`src/rtl/wr_decoder_pkg.sv`:
```
// Shared types and default sizing for the two-port write decoder.
package wr_decoder_pkg;

    localparam int unsigned SEL_W_DEF = 5;
    localparam int unsigned CNT_W_DEF = 8;

    typedef enum logic {
        PASS = 1'b0,
        HOLD = 1'b1
    } state_t;

endpackage

```
`src/rtl/onehot_dec.sv`:
```
// Combinational select+enable to one-hot decoder, one instance per write port.
module onehot_dec #(
    parameter int unsigned SEL_W = 5
) (
    input  logic                    en,
    input  logic [SEL_W-1:0]        sel,
    output logic [(2**SEL_W)-1:0]   oh_c
);

    always_comb begin
        oh_c = '0;
        if (en) begin
            oh_c[sel] = 1'b1;
        end
    end

endmodule

```
`src/rtl/wr_decoder_2p.sv`:
```
// Two-port register write decoder: port 0 always wins, a colliding port 1 write is parked and replayed.
// Optional build macro ZERO_REG_PROTECT_EN drops every write to index 0.
module wr_decoder_2p
    import wr_decoder_pkg::*;
#(
    parameter int unsigned SEL_W = SEL_W_DEF,
    parameter int unsigned CNT_W = CNT_W_DEF
) (
    input  logic                    clock,
    input  logic                    reset,
    input  logic                    we0,
    input  logic [SEL_W-1:0]        sel0,
    input  logic                    we1,
    input  logic [SEL_W-1:0]        sel1,
    output logic                    ready1,
    output logic [(2**SEL_W)-1:0]   wen,
    output logic [CNT_W-1:0]        coll_cnt
);

    localparam int unsigned NREG = 2**SEL_W;
    localparam logic [CNT_W-1:0] CNT_MAX = '1;

    state_t             state;
    state_t             state_nxt;
    logic [SEL_W-1:0]   hold_idx;
    logic [SEL_W-1:0]   hold_nxt;
    logic [CNT_W-1:0]   cnt_nxt;
    logic [NREG-1:0]    oh0_c;
    logic [NREG-1:0]    oh1_c;
    logic [SEL_W-1:0]   sel1_mux_c;
    logic               en1_c;
    logic               bump_c;
    logic               v0_c;
    logic               v1_c;

`ifdef ZERO_REG_PROTECT_EN
    assign v0_c = we0 && (sel0 != '0);
    assign v1_c = we1 && (sel1 != '0);
`else
    assign v0_c = we0;
    assign v1_c = we1;
`endif

    assign ready1 = (state == PASS);

    onehot_dec #(.SEL_W(SEL_W)) u_dec0 (
        .en   (v0_c),
        .sel  (sel0),
        .oh_c (oh0_c)
    );

    // Port 1 decoder serves either the live request or the parked index.
    onehot_dec #(.SEL_W(SEL_W)) u_dec1 (
        .en   (en1_c),
        .sel  (sel1_mux_c),
        .oh_c (oh1_c)
    );

    always_comb begin
        state_nxt  = state;
        hold_nxt   = hold_idx;
        cnt_nxt    = coll_cnt;
        sel1_mux_c = sel1;
        en1_c      = 1'b0;
        bump_c     = 1'b0;
        case (state)
            PASS: begin
                if (v1_c && v0_c && (sel0 == sel1)) begin
                    hold_nxt  = sel1;
                    bump_c    = 1'b1;
                    state_nxt = HOLD;
                end else begin
                    en1_c = v1_c;
                end
            end
            HOLD: begin
                sel1_mux_c = hold_idx;
                if (v0_c && (sel0 == hold_idx)) begin
                    bump_c = 1'b1;
                end else begin
                    en1_c     = 1'b1;
                    state_nxt = PASS;
                end
            end
            default: state_nxt = PASS;
        endcase
        if (bump_c && (coll_cnt != CNT_MAX)) begin
            cnt_nxt = coll_cnt + CNT_W'(1);
        end
    end

    always_ff @(posedge clock) begin
        if (reset) begin
            state    <= PASS;
            hold_idx <= '0;
            wen      <= '0;
            coll_cnt <= '0;
        end else begin
            state    <= state_nxt;
            hold_idx <= hold_nxt;
            wen      <= oh0_c | oh1_c;
            coll_cnt <= cnt_nxt;
        end
    end

endmodule

```
`config.mk`:
```
export PLATFORM = sky130hd
export DESIGN_NAME = wr_decoder_2p
export DESIGN_NICKNAME = d
export VERILOG_FILES = /design/src/rtl/wr_decoder_pkg.sv /design/src/rtl/onehot_dec.sv /design/src/rtl/wr_decoder_2p.sv
export SDC_FILE = /design/constraint.sdc
export NUM_CORES = 1
export LEC_CHECK = 0
export ABC_AREA = 1
export ABC_CLOCK_PERIOD_IN_PS = 1500
export CORE_MARGIN = 2
export CORE_UTILIZATION = 40
export DETAILED_ROUTE_END_ITERATION = 10
export PLACE_DENSITY = 0.74
export SKIP_LAST_GASP = 1
export SYNTH_ARGS = -nofsm -noshare
export SYNTH_HDL_FRONTEND = slang
export SYNTH_HIERARCHICAL = 1
export SYNTH_SLANG_ARGS = --single-unit
```
`constraint.sdc`:
```
create_clock -name clock -period 1.5 [get_ports clock]
set_input_delay 0.3 -clock clock [delete_from_list [all_inputs] [get_ports clock]]
set_output_delay 0.3 -clock clock [all_outputs]
set_load 0.005 [all_outputs]
```
==> results by group <==
Outcome
  – Status: finished with violations
  – Violated checks: setup timing

Drt
  – Iteration-0 DRC count of the detailed router: ~130
  – Total Wirelength: approximately 5500 um
  – Vias: roughly 2400
  – Wire per inst: about 11 um
  – Via density: roughly 4.7
  – DRC: 0
  – DRT antenna net count: 0
  – Pre-antenna DRT Iters: 4

Worst setup path
  – R2r setup slk: -0.01 ns
  – CP Launch Type: primary input
  – Worst-path maximum fanout: 8
  – Critical Path AT: between 1.5 and 2 ns
  – Worst R2R Path Depth: 11
  – Reg-to-reg critical path endpoint: wen[21]
  – CP Class: primary input to register
  – Critical path data required time: approximately 1.7 ns
  – Crit. End Element: register
  – R2r startpoint: hold_idx[2]

Synth
  – Mapped Area: between 2000 and 2500 sq um
  – Post-synthesis cell count: ~340
  – Synth Flop Type: dfxtp_1
  – Most frequent cell after synthesis: nor2_1
  – Dominant cell type by area after synthesis: dfxtp_1
  – Top post-synthesis cells by count: nor2_1 (144), nand2_1 (49), dfxtp_1 (46)
  – Part of the Yosys area used for sequential elements: about 42%
  – Syn Nets: 359
  – Synthesized area per cell: 6.325 sq um
  – Area share of the largest cell type after synthesis: between 40 and 50%
  – Main area contributors after synthesis: dfxtp_1 (42%), nor2_1 (25%), nand2_1 (8.5%)
  – Flip-flop and latch count after synthesis: 46
  – Netlist cell types: 16
  – YS warnings: 6
  – Post-synthesis async set-or-reset flop share: 0%
  – EDFF count, synth: 0

Layout
  – Layout Nets: roughly 450
  – Filler Cell Count: roughly 500
  – Share of cells above drive strength 1: about 17%
  – ANT cells: 0
  – Syn-to-layout area delta: 46.46%
  – Design area: approximately 3200 sq um

GRT
  – Grt ovf: 0
  – Overall routing resource usage: 19.32%
  – First-pass GRT wire length: ~9600 um
  – Largest net degree at the start of global routing: 31
  – Vias in the first global route: 2230
  – Initial antenna violation count: 0

Min path
  – Hold-critical path endpoint: hold_idx[1]
  – Hold Startpoint: hold_idx[1]
  – Hold Path Stages: 2
  – HP Class: register to register

Placed design
  – RePlAce Congestion: 0.9567
  – Port Buffer Count: 54
  – Dpl hpwl: 4200 um
  – Area post-placement: 2999 sq um

Timing
  – RSZ-0062 raised after global routing: true
  – Slew at the pin closest to its max-slew limit: 0.2942 ns
  – Worst Setup Slack, final: -0.01787 ns
  – Max_slew headroom: approximately four fifths
  – Final hold viol count: 0
  – Worst setup skew after layout: roughly 0.0054 ns
  – Fin crit period: 1.518 ns
  – Setup violators final: 2
  – Final Max Slew Viols: 0
  – WHS: between 0.4 and 0.5 ns
  – Setup tns final: -0.03087 ns
  – Fmax: ~660 MHz
  – Crit share post-route: 101.2%

Die
  – IO Pins: between 50 and 60
  – Starting Density: around 42%
  – Row cnt: 26
  – DIE AREA: a little over 6000 sq um
  – Die Ht: 77.76 um
  – Core box area: ~5200 sq um
  – Die Wd: between 70 and 80 um

Power and ir drop
  – Leakage: approximately 1.3 nW
  – PwrDens: just under 700 nW/um^2
  – Worst VDD drop: 0.0003826 V
  – Total Power: ~2.2 mW

Clocking
  – CTS buffer count: 5
  – H-tree depth: 2
  – CTS Sinks: 46
  – Clk_lat worst skew: 0.29 ns
  – CTS tree: built
  – CTS root buf: clkbuf_8
  – CTS hold repair buffers: 0
  – Clock buffer depth: 2
  – Reg clk slew, reported paths: ~0.080 ns

Run
  – Max Cap Viol: 0
## worst max-delay path by stage
stage | slack [ns] | cells past startpoint | end | start
after global placement | -0.48 | 11 | wen[23] | sel0[2]
after floorplan | 0.03 | 13 | wen[31] | state
final | -0.02 | 11 | wen[21] | sel0[2]
after global routing | -0.13 | 8 | wen[18] | state
after detailed placement | -0.52 | 11 | coll_cnt[4] | sel0[0]
after CTS | -0.03 | 11 | wen[23] | hold_idx[1]
## cells in the final DEF (no fill, tap or decap)
| master | Yosys | routed |
|---|---|---|
| clkdlybuf4s50_1 | 0 | 39 |
| nand4_1 | 1 | 1 |
| nor2_2 | 0 | 8 |
| nand2_4 | 0 | 1 |
| dfxtp_1 | 46 | 34 |
| nand2_1 | 49 | 48 |
| nand3_4 | 0 | 4 |
| nand3_2 | 1 | 1 |
| xor2_1 | 2 | 2 |
| inv_1 | 30 | 25 |
| dlymetal6s2s_1 | 0 | 1 |
| o21ai_1 | 0 | 1 |
| buf_4 | 0 | 31 |
| o21ai_0 | 11 | 9 |
| nand2_2 | 2 | 2 |
| a21oi_1 | 14 | 14 |
| ha_1 | 1 | 1 |
| clkbuf_1 | 4 | 1 |
| inv_2 | 0 | 5 |
| nor2_1 | 144 | 135 |
| nand3_1 | 33 | 29 |
| o21ai_2 | 0 | 1 |
| buf_6 | 2 | 1 |
| clkinvlp_4 | 0 | 1 |
| nor2_4 | 0 | 1 |
| clkbuf_8 | 0 | 5 |
| xnor2_1 | 3 | 3 |
| dfxtp_2 | 0 | 7 |
| dfxtp_4 | 0 | 5 |
| dlygate4sd2_1 | 0 | 14 |
## per-layer routing
| metal | global-route usage [%] | wire [um] |
|---|---|---|
| met1 | 23.22 | 2473 |
| met2 | 34.22 | 2654 |
| met3 | 4.186 | 268 |
| met4 | 5.893 | 74 |
| met5 | 0 | 0 |
## per-stage QoR
step,cells,worst slack (ns),utilization [%]
floorplan,344,0.03202,-
global placement,489,-0.4841,57.98
detailed placement,489,-0.5226,57.98
CTS,499,-0.03414,60.69
global route,500,-0.1280,61.61
finish,500,-0.01787,61.61
## state kept, by name, summed over array words and instances (netlist names)
name,flops
wen,32
coll_cnt,8
hold_idx,5
state,1
## repair_timing
action                     4_1_cts  5_1_grt
resized for setup               36       19
setup endpoints to repair       48       46
buffers inserted                 3        2
pin swaps                       12       13
## power by group
group	leakage [nW]	switching, mW	internal [mW]	total, mW
Sequential	0.379	0.00467	1.22	1.23
Combinational	0.924	0.171	0.116	0.286
Clock	0.0373	0.371	0.319	0.690
Total	1.34	0.547	1.66	2.21
## worst max-delay path, cell delays in order
cell	delay (ns)
dlygate4sd2_1	0.26
buf_6	0.14
nor2_1	0.09
nor2_1	0.05
nand3_1	0.10
nand2_2	0.09
nor2_4	0.22
nand3_4	0.19
nor2_2	0.14
nor2_1	0.06
nor2_1	0.10
## cells by family after synthesis
| kind of cell | Yosys count | share of synthesized area, % |
|---|---|---|
| compound gates | 25 | 5.750 |
| xor+xnor | 5 | 2.013 |
| fa+ha+maj | 1 | 0.5750 |
| buf+inv | 37 | 7.130 |
| simple gates | 230 | 42.21 |
| flops | 46 | 42.32 |
## final cells by class
cell class              instances  area, sq um  area share (%)
clock buffers                   6        72.57           2.277
clock inverters                 1        7.507          0.2356
inverters                      30        112.6           3.534
multi-input cells             261         1189           37.30
flip-flops and latches         46        948.4           29.76
well taps                      70        87.58           2.748
repair buffers                 86        769.5           24.15
No activity file was read; power rests on OpenSTA's default activity.
